**src/rtl/ring_noc_pkg.sv**
```systemverilog
// Shared ring NoC definitions: packet layout, field slices and port encodings.
// Used by routers, traffic generators and the link buffers.
package ring_noc_pkg;

  localparam int PKT_W     = 49;
  localparam int VALID_BIT = 48;

  localparam int TS_MSB  = 47;
  localparam int TS_LSB  = 32;
  localparam int SRC_MSB = 31;
  localparam int SRC_LSB = 16;
  localparam int DST_MSB = 15;
  localparam int DST_LSB = 0;

  typedef struct packed {
    logic        valid;
    logic [15:0] ts;
    logic [15:0] src;
    logic [15:0] dst;
  } ring_pkt_t;

  localparam logic [1:0] PORT_LOCAL = 2'b00;
  localparam logic [1:0] PORT_EAST  = 2'b01;
  localparam logic [1:0] PORT_WEST  = 2'b10;

  // True when a raw link word carries a packet.
  function automatic logic pkt_is_valid(input logic [PKT_W-1:0] pkt);
    return pkt[VALID_BIT];
  endfunction

endpackage

```
**src/rtl/ring_link_fifo.sv**
```systemverilog
// Plain circular buffer: push/pop/count/full/empty, no policy.
// Caller contract: never push when full unless popping in the same cycle,
// never pop when empty. pop_data shows the head entry combinationally.
module ring_link_fifo #(
  parameter int WIDTH = 49,
  parameter int DEPTH = 4
) (
  input  logic                     clk,
  input  logic                     rst_n,
  input  logic                     push,
  input  logic [WIDTH-1:0]         push_data,
  input  logic                     pop,
  output logic [WIDTH-1:0]         pop_data,
  output logic [$clog2(DEPTH):0]   count,
  output logic                     full,
  output logic                     empty
);

  localparam int AW = $clog2(DEPTH);
  localparam int CW = AW + 1;

  logic [WIDTH-1:0] mem [DEPTH];
  logic [AW-1:0]    wr_ptr;
  logic [AW-1:0]    rd_ptr;

  // Storage has no reset: contents are only meaningful between the pointers.
  always_ff @(posedge clk) begin
    if (push) mem[wr_ptr] <= push_data;
  end

  // Pointers wrap naturally because DEPTH is a power of two.
  always_ff @(posedge clk or negedge rst_n) begin
    if (!rst_n) begin
      wr_ptr <= '0;
      rd_ptr <= '0;
      count  <= '0;
    end else begin
      if (push) wr_ptr <= wr_ptr + 1'b1;
      if (pop)  rd_ptr <= rd_ptr + 1'b1;
      case ({push, pop})
        2'b10:   count <= count + 1'b1;
        2'b01:   count <= count - 1'b1;
        default: count <= count;
      endcase
    end
  end

  assign pop_data = mem[rd_ptr];
  assign full     = (count == CW'(DEPTH));
  assign empty    = (count == '0);

endmodule

```
**src/rtl/ring_link_buffer.sv**
```systemverilog
// Elastic, retiming stage on one ring link direction. Absorbs packets still in
// flight after backpressure is raised, drops and counts anything beyond that,
// and counts forwarded packets.
//
// Link handshake: a beat transfers whenever its VALID bit (MSB) is set; there
// is no ready. up_bp_out is a registered stop request that upstream sees one
// cycle late, so BP_THRESHOLD slack entries stay free for in-flight beats; a
// valid beat arriving while full with no pop is dropped. dn_bp_in is sampled
// at the edge and only blocks the next pop.
module ring_link_buffer
  import ring_noc_pkg::*;
#(
  parameter int PACKET_SIZE  = PKT_W,
  parameter int DEPTH        = 4,
  parameter int BP_THRESHOLD = 2
) (
  input  logic                    clk,
  input  logic                    rst_n,
  input  logic [PACKET_SIZE-1:0]  up_pkt_in,
  output logic                    up_bp_out,
  output logic [PACKET_SIZE-1:0]  dn_pkt_out,
  input  logic                    dn_bp_in,
  output logic [$clog2(DEPTH):0]  occupancy,
  output logic [63:0]             fwd_count,
  output logic [31:0]             drop_count,
  output logic                    overflow
);

  localparam int CW = $clog2(DEPTH) + 1;

  if (DEPTH < 2 || (DEPTH & (DEPTH - 1)) != 0) begin : g_bad_depth
    $error("ring_link_buffer: DEPTH must be a power of two, at least 2");
  end
  if (BP_THRESHOLD < 1 || BP_THRESHOLD > DEPTH) begin : g_bad_thresh
    $error("ring_link_buffer: BP_THRESHOLD must be in 1..DEPTH");
  end

  logic                   in_valid;
  logic                   push;
  logic                   pop;
  logic                   drop;
  logic                   full;
  logic                   empty;
  logic [PACKET_SIZE-1:0] head;
  logic [CW-1:0]          count;
  logic [CW-1:0]          count_next;
  logic [CW-1:0]          free_next;
  logic [31:0]            drop_cnt_q;

  assign in_valid = up_pkt_in[PACKET_SIZE-1];
  assign pop      = !empty && !dn_bp_in;
  // A pop in the same cycle frees the slot, so a full buffer still accepts.
  assign push     = in_valid && (!full || pop);
  assign drop     = in_valid && full && !pop;

  ring_link_fifo #(
    .WIDTH (PACKET_SIZE),
    .DEPTH (DEPTH)
  ) u_fifo (
    .clk       (clk),
    .rst_n     (rst_n),
    .push      (push),
    .push_data (up_pkt_in),
    .pop       (pop),
    .pop_data  (head),
    .count     (count),
    .full      (full),
    .empty     (empty)
  );

  // Post-edge occupancy and free space, used to register backpressure.
  always_comb begin
    count_next = count;
    if (push && !pop) count_next = count + 1'b1;
    if (pop && !push) count_next = count - 1'b1;
    free_next = CW'(DEPTH) - count_next;
  end

  // Output register, backpressure and statistics.
  always_ff @(posedge clk or negedge rst_n) begin
    if (!rst_n) begin
      dn_pkt_out <= '0;
      up_bp_out  <= 1'b0;
      fwd_count  <= '0;
      drop_cnt_q <= '0;
      overflow   <= 1'b0;
    end else begin
      dn_pkt_out <= pop ? head : '0;
      up_bp_out  <= (free_next < CW'(BP_THRESHOLD));
      if (pop) fwd_count <= fwd_count + 64'd1;
      if (drop) begin
        overflow <= 1'b1;
        if (drop_cnt_q != 32'hFFFF_FFFF) drop_cnt_q <= drop_cnt_q + 32'd1;
      end
    end
  end

  assign occupancy  = count;
  assign drop_count = drop_cnt_q;

endmodule

```
**config.mk**
```make
export PLATFORM = sky130hd
export DESIGN_NAME = ring_link_buffer
export DESIGN_NICKNAME = d
export VERILOG_FILES = /design/src/rtl/ring_noc_pkg.sv /design/src/rtl/ring_link_fifo.sv /design/src/rtl/ring_link_buffer.sv
export SDC_FILE = /design/constraint.sdc
export NUM_CORES = 1
export LEC_CHECK = 0
export CAP_MARGIN = 20
export CORE_MARGIN = 2
export CORE_UTILIZATION = 58
export DETAILED_ROUTE_END_ITERATION = 16
export MAX_ROUTING_LAYER = met4
export PLACE_DENSITY = 0.81
export SLEW_MARGIN = 25
export SYNTH_ARGS = -nofsm -noshare
export SYNTH_HDL_FRONTEND = slang
export SYNTH_HIERARCHICAL = 1
export SYNTH_SLANG_ARGS = --single-unit
```
**constraint.sdc**
```tcl
create_clock -name clk -period 4.7 [get_ports clk]
set_clock_uncertainty 0.15 [all_clocks]
set_input_delay 0.47 -clock clk [delete_from_list [all_inputs] [get_ports clk]]
set_output_delay 0.47 -clock clk [all_outputs]
set_load 0.02 [all_outputs]
```
# After elaboration in Yosys (flattened, before gate mapping)
# Memories as Yosys holds them, arrays and structs flattened.
# Cells that the tools add are included.
# totals
regBits	154
ramBits	196
inputBits	52
output_inout_bits	150
wordCells	42
n_memories	1
# memory_table
memory	depth	width	rd	rd_ports_with_merged_regs	wr	line	rtl
u_fifo.mem	4	49	1	0	1	ring_link_fifo.sv:22	logic [WIDTH-1:0] mem [DEPTH];
# classes
addsub	7
magnitude_cmp	1
eq_ne	4
muxes	6
n_reduce_logical	15
# op_table
cell	count
adder 64 x 1 -> 64 bit, second input constant	1
2-to-1 mux 49 bit	1
adder 32 x 1 -> 32 bit, second input constant	1
!= test 32 bit, second input constant	1
logical AND 1 bit	6
2-to-1 mux 3 bit	2
case mux 3 bit (2 select lines)	1
logical NOT 1 bit	5
adder 2 x 1 -> 2 bit, second input constant	2
adder 3 x 1 -> 3 bit, second input constant	1
equality test 3 bit, second input constant	1
logical NOT 3 bit	1
less-than comparator 3 x 2 -> 1 bit, second input constant	1
subtractor 3 x 1 -> 3 bit, second input constant	1
subtractor 3 bit, first input constant	1
equality test 2 x 1 -> 1 bit, second input constant	1
equality test 2 bit, second input constant	1
2-to-1 mux 1 bit	2
AND reduction 2 bit	1
nonzero test 2 bit	1
logical OR 1 bit	1

# Logic depth before layout (Yosys ltp)
# depth
word_depth	10
ltp_mapped	12
ltp_nobuf	11

# By module
# The synthesis kept the hierarchy.
# modules_own_cells
module	n_inst	cells_per_inst	area_per_inst_um2	seq_area_each_um2
ring_link_fifo	1	293	7528.5	6060.8
ring_link_buffer	1	553	6329.8	3678.5

# Worst setup path after synthesis
# No wires, ideal clock.
# synth_path
path_type	reg-to-reg
startpoint	register u_fifo.count[0]
endpoint	memory u_fifo.mem[0][0], enable pin
setup_ns	0.411
arrival_time_ns	2.740
required_ns	4.139
path_slack_ns	1.399
path_stages_with_launch	6
path_buffers	1
period_less_slack_ns	3.301
path_cell_list	dfrtp_1 nor3_1 or2_1 buf_2 a21boi_0 and2_1
# synth_via
elab_chain_cells	7
elab_cells_between_ends	9
cone_classes	1 x eq/ne; 2 x mux; 6 x reduce/logical
# synth_rtl
item	line	rtl
from (decl)	ring_link_fifo.sv:14	output logic [$clog2(DEPTH):0] count,
from (signal assigned)	ring_link_fifo.sv:41	2'b10: count <= count + 1'b1;
from (signal assigned)	ring_link_fifo.sv:42	2'b01: count <= count - 1'b1;
from (signal assigned)	ring_link_fifo.sv:43	default: count <= count;
logical NOT 3 bit	ring_link_fifo.sv:50	assign empty = (count == '0);
net empty	ring_link_buffer.sv:43	logic empty;
logical NOT 1 bit	ring_link_buffer.sv:51	assign pop = !empty && !dn_bp_in;
logical AND 1 bit	ring_link_buffer.sv:51	
logical OR 1 bit	ring_link_buffer.sv:53	assign push = in_valid && (!full || pop);
logical AND 1 bit	ring_link_buffer.sv:53	
net push	ring_link_buffer.sv:39	logic push;
2-to-1 mux 1 bit	ring_link_fifo.sv:28	if (push) mem[wr_ptr] <= push_data;
2-to-1 mux 1 bit (implied by the code)	ring_link_fifo.sv:28	
to (decl)	ring_link_fifo.sv:22	
# The timed path passes the listed nets, and every way through them passes these cells.

# Worst setup path after layout
# layout_path
startpoint	register u_fifo.count[1]
endpoint	memory u_fifo.mem[1][8], enable pin
# Same word-level chain as after synthesis.

==> results.ini <==
[yosys]
yosysSeqAreaShare_pct = 70.3
synthArstFlopShare_pct = 44.0
netlist_instances = 846
synth_edf_count = 196
synth_top_area_share_pct = 42.5
yosys.cell_types.count = 51
synthTopCellsByArea = edfxtp_1 42%, dfrtp_1 28%, mux4_2 7.8%
synth_area_leader_cell = edfxtp_1
ys_ff_latch = 350
syn_nets = 909
synth_most_common_cell = edfxtp_1
yosys-top-cells-count = 196 x edfxtp_1, 154 x dfrtp_1, 66 x xnor2_1
dominantRegCellSynth = edfxtp_1
synth_area_per_cell_um2 = 16.4
ys_warn_count = 6
synth_area_um2 = 13900

[finish]
finish.utilization_pct = 74.0
nets = 1136
syn_to_final_growth_pct = 25.3
final_cells = 1421
fin_area_um2 = 17400
drive_above_1_share_pct = 13.2

[sta]
timing.final.crit_share_pct = 69.0
drv_slew = 0
final.setup.worst_slack_ns = 1.46
slew_headroom_pct = 41.0
worstMarginPinSlew_ns = 0.877
setup_viol = 0
max_freq_mhz = 309
hold_viol_final = 0
setup_tns_ns = 0
timing.final.crit_period_ns = 3.24
rsz0062_at_grt = no

[floorplan]
initial_core_util_pct = 59.0
dieArea_um2 = 25100
chipWidth_um = 159
fp.dieH_um = 159
ioPinCount = 202
rows = 56
core_area_um2 = 23500

[clock_tree]
cts_made_buffers = 36
cts_tree = yes
post_cts_buffers = 0
clock_sinks = 350
insertion_delay_ns = 0.52
cts_root_buf = clkbuf_16
cts_max_level = 2
clkSlewWorstSetupHoldPaths_ns = 0.06
clockBufferDepth = 3

[setup_path]
required_ns = 4.75
worstSetupPathType = flip-flop to flip-flop
crit_fanout = 21
setup.worst_path.start = u_fifo/count[1]$_DFFE_PN0P_
crit_arrival_ns = 3.29
critPathCaptureType = flip-flop
cp-start-kind = flip-flop
r2r-start = u_fifo/count[1]$_DFFE_PN0P_
regToRegSetupSlack_ns = 1.46

[grt]
grt_usage_pct = 24.2
grt_pass1_wl_mm = 44.7
grt_pass1_vias = 8095
grt_start_max_net_pins = 62
grt_overflow_total = 0
grt_antenna_before_repair = 1

[place]
dp_hpwl_mm = 18.4
place_inst = 1352
place.gp.congestion = 0.797
placed_area_um2 = 16200
portBuffers = 201
place_ws_ns = 1.21

[drt]
ant_nets = 0
drt-initial-drc-count = 603
drtPass1Iterations = 5
drt_wl_total_mm = 28.8
vias = 8021
post_drt_wl_per_cell_um = 20.3
remaining_drc_errors = 0
avgViaCountPerCell = 5.64

[status]
outcome = complete, no violations

[worst_hold_path]
holdCritStartpoint = fwd_count[63]$_DFFE_PN0P_
hold_path_class = flip-flop to flip-flop

[power]
ir_drop_v = 0.000308
p_leak_nw = 6.65
p_per_area_nw_per_um2 = 533

[run]
maxCapViolations = 0

cells by family (layout without fill, tap and decap cells):
family	count (synthesis)	in the layout	synth area share (%)
adder cells (fa/ha/maj)	11	11	1.05
XOR/XNOR	100	100	6.32
buffers and inverters	51	306	2.10
AO/OA/AOI/OAI	10	10	0.451
multiplexers	54	54	8.39
flip-flops	350	350	70.3
AND/OR/NAND/NOR	270	270	11.4
other	0	1	0
where the power goes:
group / internal [mW] / switching (mW)
Combinational: 1.14 / 1.16
Sequential: 3.87 / 0.338
Clock: 1.60 / 1.15
Total: 6.61 / 2.65
state kept, by name (all words and copies together), names as in the netlist, 2 cells and up:
register and count:
dn_pkt_out 49, u_fifo/count 3, u_fifo/wr_ptr 2, drop_count 32, u_fifo/rd_ptr 2, fwd_count 64
u_fifo/mem 196
final cells by class:
type	instances	area, µm²
Timing Repair Buffer	215	2130
Clock buffer	51	1030
Inverter	25	93.8
Antenna cell	1	2.50
Fill cell	1433	6110
Tap cell	319	399
Sequential cell	350	9740
Multi-Input combinational cell	445	3840
Clock inverter	15	124
layout by cell type, fill, tap and decap left out, types with 2 or more instances in the layout:
cell type	n
clkdlybuf4s50_1	200
edfxtp_1	196
dfrtp_1	152
xnor2_1	66
and2_1	52
mux4_2	48
clkbuf_16	37
nor2_1	36
nand2_1	36
nand3_1	35
xor2_1	34
nand4_1	26
inv_1	24
nor3_1	24
and3_1	15
buf_4	12
nor4_1	10
ha_1	10
clkbuf_1	9
and4_1	8
clkinv_2	5
clkbuf_8	5
a21oi_1	4
nand4_2	4
mux2_2	4
and2_2	4
nor4_4	3
clkinv_4	3
nand2b_1	2
inv_6	2
clkinvlp_4	2
clkinvlp_2	2
critical path: stages, from the launching register on:
cell	delay [ns]
dfrtp_1	0.49
nor3_1	0.13
or2_1	0.32
a21boi_0	0.74
and2_2	0.71
buf_4	0.38
per-stage QoR:
step / hold WS [ns] / total power [mW]
after global placement: 0.308 / 6.48
after floorplan: 0.0244 / 5.66
after detailed placement: 0.310 / 6.52
after global routing: 0.344 / 9.65
after CTS: 0.320 / 9.33
final: 0.313 / 9.26
timing repair:
item | in CTS | in global routing
hold buffers | 1 | 0
gates resized for setup | 0 | 0
endpoints found under the hold margin | 59 | 0
final timing paths:
kind	depth (start not counted)	endpoint
setup / recovery	5	u_fifo/mem[1][8]$_DFFE_PP_
hold / removal	1	fwd_count[63]$_DFFE_PN0P_
setup reg to reg	5	u_fifo/mem[1][8]$_DFFE_PP_
hold reg to reg	1	fwd_count[63]$_DFFE_PN0P_
max in group asynchronous	3	drop_count[5]$_DFFE_PN0P_
min in group asynchronous	2	drop_count[19]$_DFFE_PN0P_
routing by layer:
layer	routed length (µm)	vias to the layer above	share of wire, %	GRT usage, %
li1	-	3583	-	-
met1	12400	4058	43	33.5
met2	13900	328	48	37.6
met3	1900	52	6.6	3.84
met4	665	0	2.3	7.55
met5	0	-	0	-
(Power assumes the default switching activity.)
==> RTL edit 1, RTL diff (config.mk and constraints unchanged) <==
`DEPTH` is set to 4 in 2 places; all go to 8.
--- a/src/rtl/ring_link_fifo.sv
+++ b/src/rtl/ring_link_fifo.sv
@@ -5,3 +5,3 @@
   parameter int WIDTH = 49,
-  parameter int DEPTH = 4
+  parameter int DEPTH = 8
 ) (
--- a/src/rtl/ring_link_buffer.sv
+++ b/src/rtl/ring_link_buffer.sv
@@ -13,3 +13,3 @@
   parameter int PACKET_SIZE  = PKT_W,
-  parameter int DEPTH        = 4,
+  parameter int DEPTH        = 8,
   parameter int BP_THRESHOLD = 2
Interface: changed (resized occupancy); port bits go from 202 to 203. No check against the original RTL was run, so the function may have changed too.
==> RTL edit 1 against the unedited design <==
Sequential power grew 57%. Critical path depth grew 3. Power grew 61%. First-iteration DRC count grew 51%. Sequential cell count grew 199. Design area grew 50%. Wire length grew 58%. Combinational power grew 71%. Via count grew 43%. Synthesized area grew 56%. Synthesized cell count grew 37%. Worst setup slack lost 0.22 ns. Largest power group unchanged.
==> RTL edit 1: results (changes against the unedited design) <==
status complete, no violations; synth unique cells 56 (+9.8%); top cells by area, synth edfxtp_1, dfrtp_1, mux4_2, mux2_2, xnor2_1; antenna violations before repair 0 (-1); Port Buf Inserts 202 (+0.50%); biggest regs u_fifo/mem x392, fwd_count x64, dn_pkt_out x49; Slowest cell on crit path nor3_4; Met3 Wirelength 3041 um (+60%); syn nets 1,224 (+35%); Util after Layout 0.7131 (-0.02671); first-pass GRT wire length 70,350 um (+58%); Routed WL per cell 23.72 um (+17%); M1 WL 18,550 um (+50%); worst skew pair latency 0.59 ns (+0.07 ns); Psw 4.265 mW (+61%); layout net count 1,467 (+29%); Commonest cells post-synth edfxtp_1, dfrtp_1, mux4_2; number of synthesized flops with an enable pin 392 (+100%); Global Route Usage Sum 0.2484 (+0.006638); gpl congestion 0.8500 (+6.6%); routed wl met2 22,950 um (+65%); maximum VDD drop 0.0004024 V (+31%); largest net degree at the start of global routing 78 (+26%); Starting DRT DRC Count 912 (+51%); Post-DP Area 0.02428 mm2 (+50%); number of global-route vias before repair 11,940 (+48%); Vias/cell 5.999 (+6.3%); Critical Path Fanout Max 13 (-38%); Hold/Removal Path Class primary input to async pin
[RTL edit 1: cell types whose count changed after synthesis, sizes merged, moves of 12 or more]
cell	before	now
clkbuf	10	23
edfxtp	196	392
inv	25	12
mux2	4	54
mux4	49	98
xor2	34	46
[RTL edit 1: power by group through the flow]
stage                     sequential (mW)  clock (mW)  combinational [mW]
final                                6.63        4.34                3.95
after global routing                 6.71        4.61                4.20
after CTS                            6.64        4.42                4.01
after detailed placement             6.70           0                3.95
after global placement               6.65           0                3.88
after floorplan                      6.73           0                2.42
[RTL edit 1: cell families (layout without fill, tap and decap cells)]
| kind of cell | count (synthesis) | in the layout | synth area share |
|---|---|---|---|
| muxes | 153 | 153 | 0.1310 |
| xor gates and xnor gates | 102 | 102 | 0.04141 |
| buffers and inverters | 52 | 339 | 0.01154 |
| DFF | 549 | 549 | 0.7277 |
| and+or+nand+nor | 272 | 272 | 0.07447 |
| adders and majority gates | 10 | 10 | 0.005799 |
| AOI/OAI and AO/OA | 24 | 24 | 0.008119 |
[RTL edit 1: layout make-up]
type / count / share of cell area
repair buffers: 226 / 0.08642
multi-input cells: 561 / 0.2181
flip-flops and latches: 549 / 0.6018
clock inverters: 23 / 0.01011
well taps: 468 / 0.02243
clock buffers: 77 / 0.05934
inverters: 13 / 0.001869
[RTL edit 1: per-stage QoR]
stage | setup WS, ns | instances | hold slack [ns]
5_1_grt | 1.040 | 1917 | 0.3497
3_3_place_gp | 1.229 | 1816 | 0.3001
2_1_floorplan | 0.04656 | 1162 | 0.02441
3_5_place_dp | 1.056 | 1816 | 0.3052
4_1_cts | 1.265 | 1917 | 0.3364
6_report | 1.242 | 1917 | 0.3252
[RTL edit 1: routing by layer]
layer,up-vias,track usage
met5,-,-
met4,0,0.06767
met3,71,0.04295
met1,5982,0.3338
li1,5001,-
met2,447,0.3999
[RTL edit 1: worst paths after layout]
| path | slack, ns | start | depth (start not counted) | end |
|---|---|---|---|---|
| worst max-delay path | 1.24 | u_fifo/count[1] | 8 | u_fifo/mem[0][30] |
| worst min-delay path | 0.33 | rst_n | 2 | fwd_count[19] |
| worst max register to register | 1.24 | u_fifo/count[1] | 8 | u_fifo/mem[0][30] |
| worst min register to register | 0.33 | overflow | 1 | overflow |
| max in group asynchronous | 3.02 | rst_n | 3 | dn_pkt_out[21] |
| min in group clk | 0.33 | overflow | 1 | overflow |
==> RTL edit 2, RTL diff (same settings) <==
Without the edit above. The output `dn_pkt_out` loses its register stage (`dn_pkt_out` becomes a continuous assignment).
--- a/src/rtl/ring_link_buffer.sv
+++ b/src/rtl/ring_link_buffer.sv
@@ -81,3 +81,2 @@
     if (!rst_n) begin
-      dn_pkt_out <= '0;
       up_bp_out  <= 1'b0;
@@ -87,3 +86,2 @@
     end else begin
-      dn_pkt_out <= pop ? head : '0;
       up_bp_out  <= (free_next < CW'(BP_THRESHOLD));
@@ -97,2 +95,4 @@
 
+  assign dn_pkt_out = pop ? head : '0;
+
   assign occupancy  = count;
Formal check against the unedited RTL: not equivalent (a bounded check fails within 4 cycles, from zero or initial values and one cycle with rst_n low).
==> RTL edit 2 against the unedited design <==
Synthesized cell count is 5.6% lower. Synthesized area is 8.1% lower. Wire length is 9.8% lower. Count of clock-buffer cells in the layout is 15 lower. Design area is 8.2% lower. Critical path type is now register to primary output. Sequential cell count is 49 lower. Worst setup slack worse by 1.0 ns. Final cell count is 7.1% lower. Power is 13% lower.
==> RTL edit 2: results (changes against the unedited design) <==
crit path to dn_pkt_out[16]; Largest Register u_fifo/mem; largest net degree at the start of global routing 77 (+24%); XOR/XNOR Fraction of Synth Area 0.07080 (+0.007598); data arrival time of the worst path 3.64 ns (+0.35 ns); Post-Place Worst Slack 0.9742 ns (-0.2314 ns); syn nets 862 (-5.2%); adder-cell area share of the yosys netlist 0.01139 (+0.0009173); Routed WL per cell 19.68 um (-2.9%); R2R depth 10 (+5); post-synthesis sequential area ratio 0.6681 (-0.03467); reg2reg setup slack 1.20 ns (-0.26 ns); Crit Reg-Reg Endpoint up_bp_out; Critical Path Fanout Max 29 (+38%); number of global-route vias before repair 7,881 (-2.6%); complex-gate fraction of the synthesized area 0.008936 (+0.004421); Commonest cells post-synth edfxtp_1, dfrtp_1, xnor2_1; root buffer cell clkbuf_16; register area 0.008518 mm2 (-13%); layout cells sized above 1 0.1260 (-0.005737); Crit. End Element primary output; layout net count 1,082 (-4.8%); Die X 152.2 um (-4.0%); H-tree depth 1 (-1); post-route insts no fill 1,320 (-7.1%); Starting DRT DRC Count 448 (-26%); status complete, no violations; multiplexer share of the synthesized area 0.08867 (+0.004793); Slowest cell on crit path clkinv_1; Num CTS Buffers 30 (-17%); Global Route Usage Sum 0.2349 (-0.006929); Post-DP Area 0.01502 mm2 (-7.2%); gpl congestion 0.7936 (-0.43%); CP max stage delay 0.63 ns (-0.11 ns); Switching Share 0.2971 (+0.01082); top cells by area, synth edfxtp_1, dfrtp_1, mux4_2, xnor2_1, xor2_1; leakage 5.887 nW (-11%); Vias/cell 5.786 (+2.5%); Mapped Avg Cell Area 15.95 um2 (-2.6%); cell family with most CP delay buffers and inverters; hold slack 0.3168 ns (+0.003988 ns); Rel. slew slack 0.4118 (+0.001905); Detailed Place HPWL 17,070 um (-7.1%); Async SR Flop Fraction 0.3488 (-0.09116); worst skew pair latency 0.56 ns (+0.04 ns)
RTL edit 2: layer usage:
layer  vias up  wire (um)  global-route usage
li1       3443          -                   -
met5         -          0                   -
met2       297      12810              0.3842
met4         0        550             0.05340
met3        45       1474             0.03242
met1      3853      11140              0.3202
RTL edit 2: power by group through the flow:
stage                     Sequential (mW)  Clock, mW  Combinational [mW]
after floorplan                      3.53          0                1.53
after global placement               3.62          0                2.27
after detailed placement             3.65          0                2.28
after CTS                            3.60       2.22                2.31
after global routing                 3.64       2.33                2.44
final                                3.59       2.18                2.27
RTL edit 2: how the worst min path moves through the flow:
stage | startpoint | to | cells after the start
after floorplan | rst_n | drop_count[0] | 0
after global placement | fwd_count[63] | fwd_count[63] | 1
after detailed placement | fwd_count[63] | fwd_count[63] | 1
after CTS | fwd_count[63] | fwd_count[63] | 1
after global routing | fwd_count[63] | fwd_count[63] | 1
final | fwd_count[63] | fwd_count[63] | 1
RTL edit 2: layout make-up:
class,count,area share
tap,280,0.02198
clock buffer,36,0.04852
inverter,20,0.004711
timing repair buffer,211,0.1328
clock inverter,17,0.008087
multi-input combinational,455,0.2494
sequential,301,0.5345
RTL edit 2: worst reg2reg max path, delay by kind of cell (launching register included):
family                   cells  cell delay, ns
XOR/XNOR                     3            0.52
AO/OA/AOI/OAI                1            0.15
flip-flops                   1            0.44
buffers and inverters        1            0.63
adder cells (fa/ha/maj)      1            0.20
AND/OR/NAND/NOR              4            1.31
RTL edit 2: kinds of logic (layout without fill, tap and decap cells):
kind of cell | Yosys count | count (layout)
adder cells (fa/ha/maj) | 11 | 11
AO/OA/AOI/OAI | 12 | 12
buffers and inverters | 43 | 284
multiplexers | 51 | 51
flip-flops | 301 | 301
AND/OR/NAND/NOR | 278 | 278
XOR/XNOR | 103 | 103
